$ cat src/rtl/fetch_pkg.sv
// fetch_pkg: shared types and default widths for the instruction-fetch master
package fetch_pkg;
    localparam int PKG_DATA_WIDTH = 32;
    localparam int PKG_ADDR_WIDTH = 10;

    typedef enum logic [1:0] {IDLE, ADDR, DATA} state_t;

    typedef struct packed {
        logic [PKG_ADDR_WIDTH-1:0] addr;
        logic [PKG_DATA_WIDTH-1:0] data;
    } fifo_entry_t;
endpackage

$ cat src/rtl/axi_bus.sv
// AXI_BUS: AXI4-Lite channels between the fetch master and the ROM slave
interface AXI_BUS #(
    parameter int ADDR_WIDTH = 10,
    parameter int DATA_WIDTH = 32
);
    logic                  aw_valid;
    logic [ADDR_WIDTH-1:0] aw_addr;
    logic                  w_valid;
    logic [DATA_WIDTH-1:0] w_data;
    logic                  b_ready;
    logic                  ar_valid;
    logic                  ar_ready;
    logic [ADDR_WIDTH-1:0] ar_addr;
    logic                  r_valid;
    logic                  r_ready;
    logic [DATA_WIDTH-1:0] r_data;

    modport Master (
        output aw_valid, aw_addr, w_valid, w_data, b_ready, ar_valid, ar_addr, r_ready,
        input  ar_ready, r_valid, r_data
    );

    modport Slave (
        input  aw_valid, aw_addr, w_valid, w_data, b_ready, ar_valid, ar_addr, r_ready,
        output ar_ready, r_valid, r_data
    );
endinterface

$ cat src/rtl/fetch_fifo.sv
// fetch_fifo: synchronous prefetch FIFO; flush beats push, push allowed on full when popping
module fetch_fifo #(
    parameter int WIDTH = 42,
    parameter int DEPTH = 4,
    localparam int PW = $clog2(DEPTH)
) (
    input  logic             clk,
    input  logic             rst,
    input  logic             push,
    input  logic             pop,
    input  logic             flush,
    input  logic [WIDTH-1:0] din,
    output logic [WIDTH-1:0] dout,
    output logic             full,
    output logic             empty,
    output logic [PW:0]      count
);
    logic [WIDTH-1:0] mem [DEPTH];
    logic [PW-1:0]    wr_ptr;
    logic [PW-1:0]    rd_ptr;
    logic             do_push;
    logic             do_pop;

    assign full    = count == (PW+1)'(DEPTH);
    assign empty   = count == '0;
    assign do_pop  = pop && !empty;
    assign do_push = push && (!full || do_pop);
    assign dout    = mem[rd_ptr];

    // pointer/occupancy update; flush empties the queue regardless of push/pop
    always_ff @(posedge clk) begin
        if (rst || flush) begin
            wr_ptr <= '0;
            rd_ptr <= '0;
            count  <= '0;
        end else begin
            if (do_push) begin
                mem[wr_ptr] <= din;
                wr_ptr      <= wr_ptr + 1'b1;
            end
            if (do_pop)
                rd_ptr <= rd_ptr + 1'b1;
            count <= count + (PW+1)'(do_push) - (PW+1)'(do_pop);
        end
    end
endmodule

$ cat src/rtl/axi4_lite_fetch_master.sv
// axi4_lite_fetch_master: one-outstanding AXI4-Lite fetch into a prefetch FIFO with redirect; FETCH_PERF_CNT_EN adds perf counters
module axi4_lite_fetch_master
    import fetch_pkg::*;
#(
    parameter int                    DATA_WIDTH = PKG_DATA_WIDTH,
    parameter int                    ADDR_WIDTH = PKG_ADDR_WIDTH,
    parameter int                    FIFO_DEPTH = 4,
    parameter logic [ADDR_WIDTH-1:0] RESET_ADDR = '0
) (
    input  logic                  clk,
    input  logic                  rst,
    input  logic                  fetch_en,
    input  logic                  redirect_valid,
    input  logic [ADDR_WIDTH-1:0] redirect_addr,
    output logic                  instr_valid,
    output logic [DATA_WIDTH-1:0] instr_data,
    output logic [ADDR_WIDTH-1:0] instr_addr,
    input  logic                  instr_ready,
`ifdef FETCH_PERF_CNT_EN
    output logic [31:0]           perf_fetch_cnt,
    output logic [31:0]           perf_stall_cnt,
`endif
    AXI_BUS.Master                amba_master
);
    localparam int CW = $clog2(FIFO_DEPTH) + 1;

    state_t                           state;
    logic [ADDR_WIDTH-1:0]            req_addr;
    logic [ADDR_WIDTH-1:0]            pend_addr;
    logic [ADDR_WIDTH-1:0]            ar_addr_q;
    logic                             drop;
    logic                             ar_valid_q;
    logic                             r_ready_q;
    logic                             push;
    logic                             pop;
    logic                             full;
    logic                             empty;
    logic [CW-1:0]                    count;
    logic [CW-1:0]                    free_slots;
    logic [ADDR_WIDTH+DATA_WIDTH-1:0] head;

    assign free_slots = CW'(FIFO_DEPTH) - count;
    assign pop        = instr_ready && !empty;
    assign push       = state == DATA && amba_master.r_valid && !drop && (!full || pop);

    assign instr_valid = !empty;
    assign instr_addr  = empty ? '0 : head[ADDR_WIDTH+DATA_WIDTH-1:DATA_WIDTH];
    assign instr_data  = empty ? '0 : head[DATA_WIDTH-1:0];

    assign amba_master.ar_valid = ar_valid_q;
    assign amba_master.ar_addr  = ar_addr_q;
    assign amba_master.r_ready  = r_ready_q;
    assign amba_master.aw_valid = 1'b0;
    assign amba_master.aw_addr  = '0;
    assign amba_master.w_valid  = 1'b0;
    assign amba_master.w_data   = '0;
    assign amba_master.b_ready  = 1'b1;

    fetch_fifo #(
        .WIDTH (ADDR_WIDTH + DATA_WIDTH),
        .DEPTH (FIFO_DEPTH)
    ) u_fifo (
        .clk   (clk),
        .rst   (rst),
        .push  (push),
        .pop   (pop),
        .flush (redirect_valid),
        .din   ({req_addr, amba_master.r_data}),
        .dout  (head),
        .full  (full),
        .empty (empty),
        .count (count)
    );

    // request FSM: address phase held stable until accepted, redirects mid-flight drop the response
    always_ff @(posedge clk) begin
        if (rst) begin
            state      <= IDLE;
            req_addr   <= RESET_ADDR;
            pend_addr  <= '0;
            drop       <= 1'b0;
            ar_valid_q <= 1'b0;
            ar_addr_q  <= '0;
            r_ready_q  <= 1'b0;
        end else begin
            case (state)
                IDLE: begin
                    if (redirect_valid)
                        req_addr <= redirect_addr;
                    if (fetch_en && free_slots != '0) begin
                        state      <= ADDR;
                        ar_valid_q <= 1'b1;
                        ar_addr_q  <= redirect_valid ? redirect_addr : req_addr;
                    end
                end
                ADDR: begin
                    if (redirect_valid) begin
                        drop      <= 1'b1;
                        pend_addr <= redirect_addr;
                    end
                    if (amba_master.ar_ready) begin
                        state      <= DATA;
                        ar_valid_q <= 1'b0;
                        r_ready_q  <= 1'b1;
                    end
                end
                DATA: begin
                    if (amba_master.r_valid) begin
                        state     <= IDLE;
                        r_ready_q <= 1'b0;
                        drop      <= 1'b0;
                        req_addr  <= redirect_valid ? redirect_addr : drop ? pend_addr : req_addr + 1'b1;
                    end else if (redirect_valid) begin
                        drop      <= 1'b1;
                        pend_addr <= redirect_addr;
                    end
                end
                default: state <= IDLE;
            endcase
        end
    end

`ifdef FETCH_PERF_CNT_EN
    // saturating counters for accepted responses and full-FIFO stall cycles
    always_ff @(posedge clk) begin
        if (rst) begin
            perf_fetch_cnt <= '0;
            perf_stall_cnt <= '0;
        end else begin
            if (push && perf_fetch_cnt != '1)
                perf_fetch_cnt <= perf_fetch_cnt + 1'b1;
            if (fetch_en && state == IDLE && free_slots == '0 && perf_stall_cnt != '1)
                perf_stall_cnt <= perf_stall_cnt + 1'b1;
        end
    end
`endif
endmodule

$ cat src/flat_wrapper.sv
// flat-port wrapper written by rule: the top's interface ports become plain ports
module axi4_lite_fetch_master_flat import fetch_pkg::*;
#(
    parameter int                    DATA_WIDTH = PKG_DATA_WIDTH,
    parameter int                    ADDR_WIDTH = PKG_ADDR_WIDTH,
    parameter int                    FIFO_DEPTH = 4,
    parameter logic [ADDR_WIDTH-1:0] RESET_ADDR = '0
)
  (clk, rst, fetch_en, redirect_valid, redirect_addr, instr_valid, instr_data, instr_addr, instr_ready, amba_master_aw_valid, amba_master_aw_addr, amba_master_w_valid, amba_master_w_data, amba_master_b_ready, amba_master_ar_valid, amba_master_ar_addr, amba_master_r_ready, amba_master_ar_ready, amba_master_r_valid, amba_master_r_data);
  AXI_BUS #(.ADDR_WIDTH(ADDR_WIDTH), .DATA_WIDTH(DATA_WIDTH)) amba_master_i ();
  input  logic clk;
  input  logic rst;
  input  logic fetch_en;
  input  logic redirect_valid;
  input  logic [ADDR_WIDTH-1:0] redirect_addr;
  output logic instr_valid;
  output logic [DATA_WIDTH-1:0] instr_data;
  output logic [ADDR_WIDTH-1:0] instr_addr;
  input  logic instr_ready;
  output wire logic [$bits(amba_master_i.aw_valid)-1:0] amba_master_aw_valid;
  output wire logic [$bits(amba_master_i.aw_addr)-1:0] amba_master_aw_addr;
  output wire logic [$bits(amba_master_i.w_valid)-1:0] amba_master_w_valid;
  output wire logic [$bits(amba_master_i.w_data)-1:0] amba_master_w_data;
  output wire logic [$bits(amba_master_i.b_ready)-1:0] amba_master_b_ready;
  output wire logic [$bits(amba_master_i.ar_valid)-1:0] amba_master_ar_valid;
  output wire logic [$bits(amba_master_i.ar_addr)-1:0] amba_master_ar_addr;
  output wire logic [$bits(amba_master_i.r_ready)-1:0] amba_master_r_ready;
  input wire logic [$bits(amba_master_i.ar_ready)-1:0] amba_master_ar_ready;
  input wire logic [$bits(amba_master_i.r_valid)-1:0] amba_master_r_valid;
  input wire logic [$bits(amba_master_i.r_data)-1:0] amba_master_r_data;
  assign amba_master_aw_valid = amba_master_i.aw_valid;
  assign amba_master_aw_addr = amba_master_i.aw_addr;
  assign amba_master_w_valid = amba_master_i.w_valid;
  assign amba_master_w_data = amba_master_i.w_data;
  assign amba_master_b_ready = amba_master_i.b_ready;
  assign amba_master_ar_valid = amba_master_i.ar_valid;
  assign amba_master_ar_addr = amba_master_i.ar_addr;
  assign amba_master_r_ready = amba_master_i.r_ready;
  assign amba_master_i.ar_ready = amba_master_ar_ready;
  assign amba_master_i.r_valid = amba_master_r_valid;
  assign amba_master_i.r_data = amba_master_r_data;
  axi4_lite_fetch_master #(.DATA_WIDTH(DATA_WIDTH), .ADDR_WIDTH(ADDR_WIDTH), .FIFO_DEPTH(FIFO_DEPTH), .RESET_ADDR(RESET_ADDR)) u_core (.clk(clk), .rst(rst), .fetch_en(fetch_en), .redirect_valid(redirect_valid), .redirect_addr(redirect_addr), .instr_valid(instr_valid), .instr_data(instr_data), .instr_addr(instr_addr), .instr_ready(instr_ready), .amba_master(amba_master_i));
endmodule
$ cat config.mk
export PLATFORM = sky130hd
export DESIGN_NAME = axi4_lite_fetch_master_flat
export DESIGN_NICKNAME = d
export VERILOG_FILES = /design/src/rtl/fetch_pkg.sv /design/src/rtl/axi_bus.sv /design/src/rtl/fetch_fifo.sv /design/src/rtl/axi4_lite_fetch_master.sv /design/src/flat_wrapper.sv
export SDC_FILE = /design/constraint.sdc
export NUM_CORES = 1
export LEC_CHECK = 0
export BUFFER_PORTS_ARGS = -buffer_cell sky130_fd_sc_hd__buf_2
export CAP_MARGIN = 15
export CORE_MARGIN = 4
export CORE_UTILIZATION = 48
export DETAILED_ROUTE_END_ITERATION = 6
export HOLD_SLACK_MARGIN = 0.1
export PLACE_DENSITY = 0.67
export SYNTH_ARGS = -nofsm -noshare
export SYNTH_HDL_FRONTEND = slang
export SYNTH_SLANG_ARGS = --single-unit
$ cat constraint.sdc
create_clock -name clk -period 3.4 [get_ports clk]
set_input_delay 0.68 -clock clk [delete_from_list [all_inputs] [get_ports clk]]
set_output_delay 0.68 -clock clk [all_outputs]
set_load 0.03 [all_outputs]
## Word level (Yosys, flattened, before mapping)

Memory sizes are Yosys's and may differ from the RTL's. A register that Yosys moved wholly into a read port is not among the register bits.
Cells that the tools add are included.

| operators by class | value |
|---|---|
| add/subtract/negate cells | 6 |
| equal/unequal tests | 7 |
| multiplexer cells | 28 |
| reductions and logical operators | 25 |

Operator list:

| operator | count |
|---|---|
| $mux 10 | 7 |
| $pmux 10 s2 | 2 |
| $mux 32 | 1 |
| $add 10x1->10 const B | 1 |
| $mux 2 | 5 |
| $mux 1 | 9 |
| $reduce_and 3->1 | 3 |
| $logic_and 1x1->1 | 7 |
| $ne 2x2->1 const B | 3 |
| $pmux 1 s2 | 3 |
| $pmux 2 s3 | 1 |
| $reduce_and 2->1 | 3 |
| $reduce_bool 2->1 | 3 |
| $add 2x1->2 const B | 2 |
| $add 3x1->3 | 1 |
| $eq 3x3->1 const B | 1 |
| $logic_not 1->1 | 3 |
| $logic_not 3->1 | 1 |
| $logic_or 1x1->1 | 3 |
| $reduce_bool 3->1 | 1 |
| $sub 3x1->3 | 1 |
| $sub 3x3->3 const A | 1 |
| $eq 2x1->1 const B | 1 |
| $eq 2x2->1 const B | 1 |
| other kinds (2) | 2 |

| storage, ports and cells | value |
|---|---|
| register bits | 42 |
| memory bits (writable) | 168 |
| input bits | 49 |
| output and inout port bits | 100 |
| logic and storage cells | 77 |
| memories | 1 |

Memory list:

| memory | words | width | read ports | clocked after memory_dff | wr ports | RTL line | text |
|---|---|---|---|---|---|---|---|
| u_core.u_fifo.mem | 4 | 42 | 1 | 1 | 1 | fetch_fifo.sv:18 | `logic [WIDTH-1:0] mem [DEPTH];` |

## Depth between registers and ports, before layout

Gate-level depths: netlist of run 1.

| logic depth | value |
|---|---|
| depth after elaboration | 9 |
| mapped depth | 14 |
| depth with buffers taken out | 13 |

## Modules after synthesis

A second synthesis of run 1 with hierarchy kept.

| unflattened totals | value |
|---|---|
| cells, all modules | 599 |
| area total of the unflattened synthesis | 9,242.6 sq um |

By module, submodules not included:

| module | instances | cells each | area each (sq um) | seq. area each (sq um) |
|---|---|---|---|---|
| fetch_fifo | 1 | 267 | 6,590.1 | 5,225.0 |
| axi4_lite_fetch_master | 1 | 332 | 2,652.5 | 700.7 |

## Least setup slack after synthesis of run 1

Ideal clock, no wire load.

| timing | value |
|---|---|
| path type | reg-to-reg |
| from | register u_core.u_fifo.count[1] |
| to | memory u_core.u_fifo.mem[0][0], enable pin |
| library setup time | 404 ps |
| data arrival time | 2,326 ps |
| required time | 2,996 ps |
| setup slack | 670 ps |
| cell stages (with the launch flop) | 6 |
| path buffers | 0 |
| period minus slack after synthesis | 2,730 ps |
| cell sequence | dfxtp_1 > nor2_1 > ha_1 > nand2b_1 > a211oi_4 > and3_1 |

| between the ends | value |
|---|---|
| longest elaborated chain between the ends | 9 |
| elaborated cells on any way between the ends | 13 |
| classes of those cells | 1 x eq/ne; 3 x mux; 9 x reduce/logical |

RTL lines:

| item | RTL line | text |
|---|---|---|
| start, declared | fetch_fifo.sv:16 | `output logic [PW:0] count` |
| start signal, assigned | fetch_fifo.sv:43 | `count <= count + (PW+1)'(do_push) - (PW+1)'(do_pop);` |
| $logic_not 3->1 | fetch_fifo.sv:25 | `assign empty = count == '0;` |
| $logic_not 1->1 | fetch_fifo.sv:26, axi4_lite_fetch_master.sv:43 |  |
| $logic_and 1x1->1 | axi4_lite_fetch_master.sv:43 | `assign pop = instr_ready && !empty;` |
| $logic_or 1x1->1 or $logic_and 1x1->1 (tied branches) | axi4_lite_fetch_master.sv:44, fetch_fifo.sv:26 |  |
| $logic_and 1x1->1 or $logic_or 1x1->1 (tied branches) | axi4_lite_fetch_master.sv:44, fetch_fifo.sv:27 |  |
| $logic_and 1x1->1 * | fetch_fifo.sv:27 | `assign do_push = push && (!full \|\| do_pop);` |
| $mux 1 * | fetch_fifo.sv:37 | `if (do_push) begin` |
| $mux 1 * | fetch_fifo.sv:32 | `if (rst \|\| flush) begin` |
| $mux 1 (implied by the code) * | fetch_fifo.sv:38 | `mem[wr_ptr] <= din;` |
| end, declared | fetch_fifo.sv:18 |  |

Every way passes the cells marked *; elsewhere a longest branch is shown, timed or not.

==> impl_results.rst, run 1 <==
.. list-table::
   :header-rows: 1

   * - Metric
     - Value
   * - Count of H-tree levels built during CTS
     - 1
   * - Placeable core region
     - 0.0188 mm²
   * - Flip-flop and latch count after synthesis
     - 212
   * - Status
     - finished clean
   * - Required time of the critical path
     - 2.72 ns
   * - Number of synthesized flops with an enable pin
     - 168
   * - Clock latency on the worst-skew pair
     - around 0.49 ns
   * - Top-level I/O count
     - 149
   * - Register-to-register path setup slack
     - 0.55 ns
   * - Fraction of the core area covered by cells at the end of the flow
     - 56.0%
   * - Setup repair after global routing missed its margin
     - false
   * - Worst R2R Path Depth
     - 13
   * - Setup total negative slack
     - 0 ns
   * - Number of standard-cell rows in the floorplan
     - 50
   * - Distinct cell type count after synthesis
     - 54
   * - Final setup violation count
     - 0
   * - Category of the most critical setup path
     - flop to output pin
   * - Fillcell total
     - around 1500
   * - Ys async rst share
     - 0%
   * - Worst slew margin relative to its limit
     - ~58%
   * - Pwr dens
     - 566 mW/mm²
   * - Final wirelength
     - 17.3 mm
   * - Residual antenna-violating net count after detailed routing
     - 0
   * - Fin crit period
     - 2.99 ns
   * - Area of combinational cells with multiple inputs
     - around 0.0029 mm²
   * - Gate count after technology mapping
     - 596
   * - Number of violations of the max-capacitance limit
     - 0
   * - Endpoints failing hold
     - 0
   * - Clk pin slew, worst setup/hold paths
     - ~0.060 ns
   * - DP HPWL
     - 11.0 mm
   * - Capturing element type of the critical path
     - output pin
   * - Vias after detailed routing
     - 5090
   * - Pre-CTS setup slack
     - 0.490 ns
   * - WL/cell
     - 18.3 µm
   * - Mean instance size in the synthesized netlist
     - 15.5 µm²
   * - Fmax
     - approximately 330 MHz
   * - Clk buf depth
     - 3
   * - Number of synthesis warnings
     - 0
   * - Highest ir drop seen on vdd
     - 0.303 mV
   * - Static leakage
     - approximately 3.9 nW
   * - Clock tree from TritonCTS
     - yes
   * - Via-to-Cell Ratio
     - 5.36
   * - CTS Hold Bufs
     - 0
   * - Number of remaining DRC errors
     - 0
   * - Congestion Overflow GR
     - 0
   * - Area of the mapped netlist
     - 0.00922 mm²
   * - Count of final max-slew check failures
     - 0
   * - Count of instances resized after the clock tree is built
     - 0
   * - Fraction of final layout cells with drive strength greater than 1
     - 29.2%
   * - Critical Path End
     - instr_data[19]
   * - Area growth from synthesis to layout
     - 14.0%
   * - Largest net degree at the start of global routing
     - 44
   * - Area of the die
     - 0.0215 mm²
   * - Cell types with the largest area share after synthesis
     - sky130_fd_sc_hd__edfxtp_1 55%, sky130_fd_sc_hd__mux4_2 10%, sky130_fd_sc_hd__dfxtp_1 9.6%
   * - Launching point of the worst reg2reg path
     - u_core.u_fifo.count[1]$_SDFF_PP0_
   * - Antenna violations before repair
     - 0
   * - Clk sinks
     - 212
   * - Number of buffers added on ports
     - 103
   * - Critical Path AT
     - about 2.3 ns
   * - Die Height
     - about 150 µm
   * - Critical Path Source Type
     - flop
   * - Number of buffers inserted during clock tree synthesis
     - 22
   * - Destination of the worst register-to-register timing path
     - u_core.u_fifo.count[2]$_SDFF_PP0_
   * - Total number of nets in the final design
     - 763
   * - Placer congestion estimate
     - 0.786
   * - Vias in the first global route
     - 5367
   * - Cell taking the most area after synthesis
     - sky130_fd_sc_hd__edfxtp_1
   * - Total GRT Usage
     - 16.1%
   * - Critical-path maximum fanout
     - 23
   * - Horizontal die dimension
     - 147 µm
   * - Clock tree root buffer cell
     - sky130_fd_sc_hd__clkbuf_16
   * - Wire length of the first global-routing pass
     - 28.1 mm
   * - First-iteration detailed-routing DRC count
     - ~260
   * - DR pass1 iterations
     - 5
   * - Clk_skew
     - 0.00918 ns
   * - FF/Latch Area
     - 0.00593 mm²
   * - Hold Crit Class
     - primary input to flop
   * - Crit share post-route
     - 88.0%
   * - Worst path setup slack after routing
     - 0.409 ns
   * - Sequential area share after synthesis
     - between 60% and 70%
   * - Transition time at the pin with the least slew margin
     - 0.627 ns
   * - Share of Yosys cell area claimed by the top area cell type
     - 54.7%
   * - Post-CTS Repair Setup Buffers
     - 0
   * - Initial cell density of the core
     - 49.1%
   * - Main synth FF type
     - sky130_fd_sc_hd__edfxtp_1
==> power by group <==
group,leakage (nW),switching [mW],internal [mW]
combinational,1.65,0.441,0.232
sequential,1.88,0.103,2.89
clock,0.332,0.900,1.38
==> logic make-up (layout without fill, tap and decap cells) <==
family / after synthesis / count (layout) / share of synthesized area [%]
AO/OA/AOI/OAI: 62 / 62 / 5.72
multiplexers: 59 / 59 / 12.1
adder cells (fa/ha/maj): 14 / 14 / 1.98
XOR/XNOR: 8 / 8 / 0.760
other: 2 / 46 / 0.0815
buffers and inverters: 91 / 167 / 6.31
flip-flops: 212 / 212 / 64.3
AND/OR/NAND/NOR: 148 / 148 / 8.73
==> registers in the layout (all words and copies together) (netlist names), named ones only <==
register,flops
u_core.pend_addr,10
u_core.req_addr,10
u_core.u_fifo.rd_ptr,2
u_core.u_fifo.wr_ptr,2
u_core.amba_master.r_ready,1
u_core.state,2
u_core.drop,1
u_core.amba_master.ar_addr,10
u_core.u_fifo.count,3
u_core.amba_master.ar_valid,1
u_core.u_fifo.mem,168
==> worst min-delay path by stage <==
stage,start,end,slack (ns),cells after the start
4_1_cts,amba_master_r_data[9],u_core.u_fifo.mem[2][9]$_DFFE_PP_,0.38,1
3_3_place_gp,u_core.amba_master.ar_valid$_SDFFE_PP0P_,u_core.amba_master.ar_valid$_SDFFE_PP0P_,0.46,2
2_1_floorplan,u_core.pend_addr[0]$_SDFFE_PP0P_,u_core.pend_addr[0]$_SDFFE_PP0P_,0.45,2
5_1_grt,amba_master_r_data[0],u_core.u_fifo.mem[3][0]$_DFFE_PP_,0.39,1
6_report,amba_master_r_data[9],u_core.u_fifo.mem[3][9]$_DFFE_PP_,0.40,1
3_5_place_dp,u_core.amba_master.ar_valid$_SDFFE_PP0P_,u_core.amba_master.ar_valid$_SDFFE_PP0P_,0.47,2
==> placed cells by master (no fill, tap or decap), types with 3 or more instances in the layout <==
cell type	instances
sky130_fd_sc_hd__mux4_2	42
sky130_fd_sc_hd__o21ai_0	5
sky130_fd_sc_hd__a21oi_1	10
sky130_fd_sc_hd__nand3_1	9
sky130_fd_sc_hd__buf_12	5
sky130_fd_sc_hd__a211oi_2	4
sky130_fd_sc_hd__mux2i_1	16
sky130_fd_sc_hd__o211ai_1	3
sky130_fd_sc_hd__nor3_1	4
sky130_fd_sc_hd__xnor2_1	5
sky130_fd_sc_hd__ha_1	13
sky130_fd_sc_hd__a221oi_1	3
sky130_fd_sc_hd__buf_2	103
sky130_fd_sc_hd__clkinv_1	6
sky130_fd_sc_hd__nand2_1	15
sky130_fd_sc_hd__dfxtp_1	42
sky130_fd_sc_hd__nand2b_1	15
sky130_fd_sc_hd__and2_1	44
sky130_fd_sc_hd__and3_2	4
sky130_fd_sc_hd__a211oi_1	10
sky130_fd_sc_hd__nand3b_1	3
sky130_fd_sc_hd__inv_1	14
sky130_fd_sc_hd__clkbuf_16	23
sky130_fd_sc_hd__a311oi_2	6
sky130_fd_sc_hd__xor2_1	3
sky130_fd_sc_hd__conb_1	45
sky130_fd_sc_hd__edfxtp_1	168
sky130_fd_sc_hd__o21a_1	3
sky130_fd_sc_hd__buf_4	6
sky130_fd_sc_hd__nor2b_1	4
sky130_fd_sc_hd__nor2_1	43
sky130_fd_sc_hd__clkbuf_1	6
==> stage by stage <==
step / total power, mW / hold slack, ns / std cells / area (µm²)
5_1_grt: 6.22 / 0.386 / 949 / 10500
3_5_place_dp: 3.72 / 0.470 / 910 / 9810
4_1_cts: 6.01 / 0.383 / 949 / 10500
2_1_floorplan: 3.57 / 0.454 / 639 / 9380
6_report: 5.95 / 0.403 / 950 / 10500
3_3_place_gp: 3.69 / 0.459 / 910 / 9810
==> routing by layer <==
| metal | GRT usage [%] | vias to the layer above | routed length, µm |
|---|---|---|---|
| met5 | 0 | - | 0 |
| met4 | 4.00 | 0 | 364 |
| met3 | 3.17 | 28 | 998 |
| met1 | 22.1 | 2543 | 7350 |
| met2 | 26.8 | 161 | 8640 |
| li1 | - | 2358 | - |
==> critical path, cell delays in order, from the launching register on <==
cell and delay [ns]:
sky130_fd_sc_hd__dfxtp_4 0.66, sky130_fd_sc_hd__buf_12 0.27, sky130_fd_sc_hd__mux4_2 0.52, sky130_fd_sc_hd__and2_1 0.18
sky130_fd_sc_hd__buf_2 0.18
==> cell usage after synthesis, drive strengths merged (9+ instances only) <==
| master | number |
|---|---|
| and2 | 44 |
| mux4 | 42 |
| a21oi | 10 |
| buf | 65 |
| a211oi | 15 |
| edfxtp | 168 |
| ha | 13 |
| nor2 | 43 |
| inv | 14 |
| mux2i | 16 |
| dfxtp | 44 |
| clkbuf | 12 |
| nand3 | 9 |
| nand2 | 15 |
| nand2b | 15 |
==> final cells by class <==
cell class	count	share of cell area (%)
diodes	1	0.0238
clock buffers	29	5.69
clock inverters	10	0.917
inverters	14	0.500
multi-input cells	336	27.4
flip-flops and latches	212	56.4
well taps	234	2.79
repair buffers	114	6.29
No activity file was read; power rests on OpenSTA's default activity.
==> run 2, diff against run 1 <==
--- a/config.mk
+++ b/config.mk
@@ -11,7 +11,8 @@
 export CORE_UTILIZATION = 48
 export DETAILED_ROUTE_END_ITERATION = 6
 export HOLD_SLACK_MARGIN = 0.1
-export PLACE_DENSITY = 0.67
+export PLACE_DENSITY = 0.69
 export SYNTH_ARGS = -nofsm -noshare
 export SYNTH_HDL_FRONTEND = slang
+export SYNTH_HIERARCHICAL = 1
 export SYNTH_SLANG_ARGS = --single-unit
==> constraint.sdc (replaced) <==
create_clock -name clk -period 2.74 [get_ports clk]
set_input_delay 0.548 -clock clk [delete_from_list [all_inputs] [get_ports clk]]
set_output_delay 0.548 -clock clk [all_outputs]
set_load 0.03 [all_outputs]
==> run 2 against run 1 <==
Compared with the run above: via count up 1.4%; register-to-register slack worse by 0.34 ns; synthesized cell count up 0.50%; clock skew up 0.018 ns; first-iteration DRC count up 3.8%; core utilization up 0.21 points; worst setup slack worse by 0.23 ns; sequential cell count unchanged; critical path depth unchanged; highest routed layer is now met5.
==> impl_results.rst, run 2 <==
.. list-table::
   :header-rows: 1

   * - Metric
     - Value
   * - Status
     - finished clean (unchanged)
   * - Endpoints failing hold
     - 0 (unchanged)
   * - Mean instance size in the synthesized netlist
     - 15.4 µm² (was 15.5 µm²)
   * - Horizontal die dimension
     - 147 µm (about the same)
   * - Max reg flops
     - 168 (unchanged)
   * - Final setup violation count
     - 0 (unchanged)
   * - Switching power share of the total
     - 23.5% (was 24.3%)
   * - Static leakage
     - 3.80 nW (was 3.87 nW)
   * - Wire length of the first global-routing pass
     - 28.8 mm (was 28.1 mm)
   * - Sequential area share after synthesis
     - 64.1% (was 64.3%)
   * - Count of H-tree levels built during CTS
     - 1 (unchanged)
   * - Area of all placed cells without fillers
     - 0.0106 mm² (was 0.0105 mm²)
   * - Fraction of final layout cells with drive strength greater than 1
     - 29.8% (was 29.2%)
   * - Cell types with the largest area share after synthesis
     - sky130_fd_sc_hd__edfxtp_1 55%, sky130_fd_sc_hd__mux4_2 10%, sky130_fd_sc_hd__dfxtp_1 9.5% (was sky130_fd_sc_hd__edfxtp_1 55%, sky130_fd_sc_hd__mux4_2 10%, sky130_fd_sc_hd__dfxtp_1 9.6%)
   * - Setup total negative slack
     - 0 ns (unchanged)
   * - Required time of the critical path
     - 2.19 ns (was 2.72 ns)
   * - Register-to-register path setup slack
     - 0.21 ns (was 0.55 ns)
   * - Worst R2R Path Depth
     - 12 (was 13)
   * - Clk buf depth
     - 3 (unchanged)
   * - Clock latency on the worst-skew pair
     - 0.50 ns (was 0.49 ns)
   * - Critical-path maximum fanout
     - 14 (was 23)
   * - Synth Area in XOR/XNOR
     - 0.569% (was 0.760%)
   * - DP HPWL
     - 11.4 mm (was 11.0 mm)
   * - Register share of total power
     - 52.8% (was 50.3%)
   * - Setup repair after global routing missed its margin
     - false (unchanged)
   * - Area of the mapped netlist
     - 0.00924 mm² (was 0.00922 mm²)
   * - Transition time at the pin with the least slew margin
     - 0.652 ns (was 0.627 ns)
   * - Worst slew margin relative to its limit
     - 56.5% (was 58.2%)
   * - Antenna violations before repair
     - 2 (was 0)
   * - Clock tree root buffer cell
     - sky130_fd_sc_hd__clkbuf_16 (unchanged)
   * - Distinct cell type count after synthesis
     - 62 (was 54)
   * - Fin crit period
     - 2.56 ns
   * - Vias after detailed routing
     - 5162 (was 5090)
   * - Largest net degree at the start of global routing
     - 44 (unchanged)
   * - Critical Path End
     - instr_data[7] (was instr_data[19])
   * - Number of remaining DRC errors
     - 0 (unchanged)
   * - Fraction of the core area covered by cells at the end of the flow
     - 56.2% (was 56.0%)
   * - Clk pin slew, worst setup/hold paths
     - 0.06 ns (about the same)
   * - Final wirelength
     - 18.1 mm (was 17.3 mm)
   * - Gate count after technology mapping
     - 599 (was 596)
   * - Pre-CTS setup slack
     - 0.0618 ns (was 0.490 ns)
   * - Highest ir drop seen on vdd
     - 0.402 mV (was 0.303 mV)
   * - Area growth from synthesis to layout
     - 14.5% (was 14.0%)
   * - Vias in the first global route
     - 5399 (was 5367)
   * - Clock network fraction of design power
     - 38.4% (about the same)
   * - Area of combinational cells with multiple inputs
     - 0.00285 mm² (was 0.00288 mm²)
   * - Pwr dens
     - 655 mW/mm² (was 566 mW/mm²)
   * - Crit share post-route
     - between 90 and 100%
   * - Top-level I/O count
     - 149 (unchanged)
   * - Number of violations of the max-capacitance limit
     - 0 (unchanged)
   * - Instance area after placement
     - 0.00988 mm² (was 0.00981 mm²)
   * - Launching point of the worst reg2reg path
     - u_core/state[0]$_SDFFE_PP0P_ (was u_core.u_fifo.count[1]$_SDFF_PP0_)
   * - First-iteration detailed-routing DRC count
     - 274 (was 264)
   * - WL/cell
     - 18.4 µm (was 18.3 µm)
   * - Placer congestion estimate
     - 0.850 (was 0.786)
   * - Fraction of the mapped netlist area in compound gates
     - 5.70% (was 5.72%)
   * - Fillcell total
     - 1507 (was 1545)
   * - Residual antenna-violating net count after detailed routing
     - 0 (unchanged)
   * - Share of Yosys cell area claimed by the top area cell type
     - 54.6% (was 54.7%)
   * - Critical Path Source Type
     - flop (unchanged)
   * - Number of buffers inserted during clock tree synthesis
     - 22 (unchanged)
   * - Post-synthesis mux area share
     - 12.1% (about the same)
   * - Cell taking the most area after synthesis
     - sky130_fd_sc_hd__edfxtp_1 (unchanged)
   * - Count of final max-slew check failures
     - 0 (unchanged)
   * - Largest family of logic cells by synthesized area
     - multiplexers (unchanged)
   * - Clk_skew
     - 0.0276 ns (was 0.00918 ns)
   * - Largest register by flop count
     - u_core/u_fifo/mem (was u_core.u_fifo.mem)
   * - Clk sinks
     - 212 (unchanged)
   * - Number of synthesized flops with an enable pin
     - 168 (unchanged)
   * - Flip-flop and latch count after synthesis
     - 212 (unchanged)
   * - Placeable core region
     - 0.0188 mm² (about the same)
   * - Total GRT Usage
     - 16.5% (was 16.1%)
   * - Fmax
     - just under 400 MHz
   * - Main synth FF type
     - sky130_fd_sc_hd__edfxtp_1 (unchanged)
   * - Number of standard-cell rows in the floorplan
     - 50 (unchanged)
   * - FF/Latch Area
     - 0.00593 mm² (about the same)
   * - Switching power of the nets
     - 1.63 mW (was 1.44 mW)
   * - Hold Crit Class
     - primary input to flop (unchanged)
   * - Most common library cell in the layout ignoring fill and taps
     - sky130_fd_sc_hd__edfxtp_1 (unchanged)
   * - Power share of the combinational group
     - 8.8% (was 11.3%)
   * - Number of synthesis warnings
     - 6 (was 0)
   * - Antenna cells
     - 0 (was 1)
   * - Highest-count cells in the layout ignoring fill and taps
     - 168 x sky130_fd_sc_hd__edfxtp_1, 100 x sky130_fd_sc_hd__buf_2, 48 x sky130_fd_sc_hd__nor2b_1, 45 x sky130_fd_sc_hd__conb_1, 42 x sky130_fd_sc_hd__mux4_2 (was 168 x sky130_fd_sc_hd__edfxtp_1, 103 x sky130_fd_sc_hd__buf_2, 45 x sky130_fd_sc_hd__conb_1, 44 x sky130_fd_sc_hd__and2_1, 43 x sky130_fd_sc_hd__nor2_1)
   * - Simple-gate share of the synthesized area
     - 8.87% (was 8.73%)
   * - Clock tree from TritonCTS
     - yes (unchanged)
   * - Internal power summed over all cells
     - 5.30 mW (was 4.50 mW)
   * - Via-to-Cell Ratio
     - 5.25 (was 5.36)
   * - Critical Path AT
     - 2.01 ns (was 2.31 ns)
   * - Destination of the worst register-to-register timing path
     - u_core/u_fifo/count[2]$_SDFF_PP0_ (was u_core.u_fifo.count[2]$_SDFF_PP0_)
   * - Congestion Overflow GR
     - 0 (unchanged)
   * - Area share of fa/ha/maj cells after synthesis
     - 1.71% (was 1.98%)
   * - Most common cell in the netlist
     - sky130_fd_sc_hd__edfxtp_1 (unchanged)
   * - Area of the die
     - 0.0215 mm² (about the same)
   * - DR pass1 iterations
     - 4 (was 5)
   * - Die Height
     - 147 µm (about the same)
   * - Initial cell density of the core
     - 49.1% (about the same)
   * - Synth cell count leaders
     - 168 x sky130_fd_sc_hd__edfxtp_1, 51 x sky130_fd_sc_hd__buf_4, 48 x sky130_fd_sc_hd__nor2b_1, 44 x sky130_fd_sc_hd__dfxtp_1, 42 x sky130_fd_sc_hd__mux4_2 (was 168 x sky130_fd_sc_hd__edfxtp_1, 48 x sky130_fd_sc_hd__buf_4, 44 x sky130_fd_sc_hd__and2_1, 44 x sky130_fd_sc_hd__dfxtp_1, 43 x sky130_fd_sc_hd__nor2_1)
   * - Total number of nets in the final design
     - 772 (was 763)
   * - Capturing element type of the critical path
     - output pin (unchanged)
   * - Worst path setup slack after routing
     - 0.180 ns (was 0.409 ns)
   * - Number of buffers added on ports
     - 103 (unchanged)
   * - Category of the most critical setup path
     - flop to output pin (unchanged)
   * - Ys async rst share
     - 0% (unchanged)
[run 2: cell count changes in the layout (fill, tap and decap cells not counted), moves of 6 or more]
cell                       change
sky130_fd_sc_hd__nand3_1       -6
sky130_fd_sc_hd__nand2b_1      -9
sky130_fd_sc_hd__nor3_1        +8
sky130_fd_sc_hd__nand2_1       +7
sky130_fd_sc_hd__a21oi_1       +7
sky130_fd_sc_hd__nor2_1       -15
sky130_fd_sc_hd__and2_1       -40
sky130_fd_sc_hd__nor2b_1      +44
sky130_fd_sc_hd__buf_4         +8
sky130_fd_sc_hd__a311oi_2      -6
sky130_fd_sc_hd__o21ai_1       +7
[run 2: final cells by class]
cell class / instances / share of cell area [%]
Tap cell: 260 / 3.07
Multi-Input combinational cell: 340 / 27.0
Sequential cell: 212 / 56.1
Timing Repair Buffer: 122 / 7.28
Inverter: 13 / 0.461
Clock inverter: 9 / 0.461
Clock buffer: 28 / 5.70
[run 2: worst min-delay path by stage]
stage / from / end / slack [ns] / depth (start not counted)
after floorplan: u_core/pend_addr[7]$_SDFFE_PP0P_ / u_core/pend_addr[7]$_SDFFE_PP0P_ / 0.45 / 2
after global placement: u_core/amba_master.ar_valid$_SDFFE_PP0P_ / u_core/amba_master.ar_valid$_SDFFE_PP0P_ / 0.46 / 2
after detailed placement: u_core/pend_addr[1]$_SDFFE_PP0P_ / u_core/pend_addr[1]$_SDFFE_PP0P_ / 0.47 / 2
after CTS: amba_master_r_data[30] / u_core/u_fifo/mem[0][30]$_DFFE_PP_ / 0.24 / 1
after global routing: amba_master_r_data[7] / u_core/u_fifo/mem[1][7]$_DFFE_PP_ / 0.24 / 1
final: amba_master_r_data[30] / u_core/u_fifo/mem[3][30]$_DFFE_PP_ / 0.26 / 1
[run 2: critical path: stages, from the launching register on]
cell and delay (ns):
sky130_fd_sc_hd__dfxtp_4 0.42, sky130_fd_sc_hd__buf_12 0.19, sky130_fd_sc_hd__mux4_2 0.51, sky130_fd_sc_hd__nor2b_1 0.16, sky130_fd_sc_hd__buf_2 0.21
[run 2: power by group through the flow]
stage	Sequential (mW)	Combinational, mW	Clock, mW
final	3.66	0.612	2.66
after global placement	3.71	0.585	0
after CTS	3.66	0.609	2.74
after floorplan	3.73	0.467	0
after detailed placement	3.73	0.606	0
after global routing	3.67	0.665	2.90
[run 2: logic make-up after synthesis]
family / count (synthesis)
flip-flops: 212
AND/OR/NAND/NOR: 146
buffers and inverters: 90
AO/OA/AOI/OAI: 72
multiplexers: 59
adder cells (fa/ha/maj): 12
XOR/XNOR: 6
other: 2
[run 2: routing by layer]
layer	vias up	share of wire, %	GRT usage [%]	wire length, µm
met5	-	0.12	0	22
met3	26	6.5	3.08	1180
met4	4	1.3	3.57	240
met1	2567	42	21.8	7580
li1	2395	-	-	-
met2	170	50	28.6	9070
[run 2: what timing repair did]
item / in CTS / in global routing
buffers inserted: 0 / 2
setup endpoints to repair: 3 / 19
hold buffers: 0 / 0
cloned: 0 / 1
endpoints found under the hold margin: 0 / 0
gates resized for setup: 3 / 2
pin swaps: 0 / 0
[run 2: per-stage QoR]
stage          hold WS [ns]  instances  power [mW]
6_report              0.261        984        6.94
5_1_grt               0.242        984        7.23
4_1_cts               0.237        981        7.01
3_5_place_dp          0.471        944        4.33
3_3_place_gp          0.461        944        4.30
2_1_floorplan         0.451        642        4.20
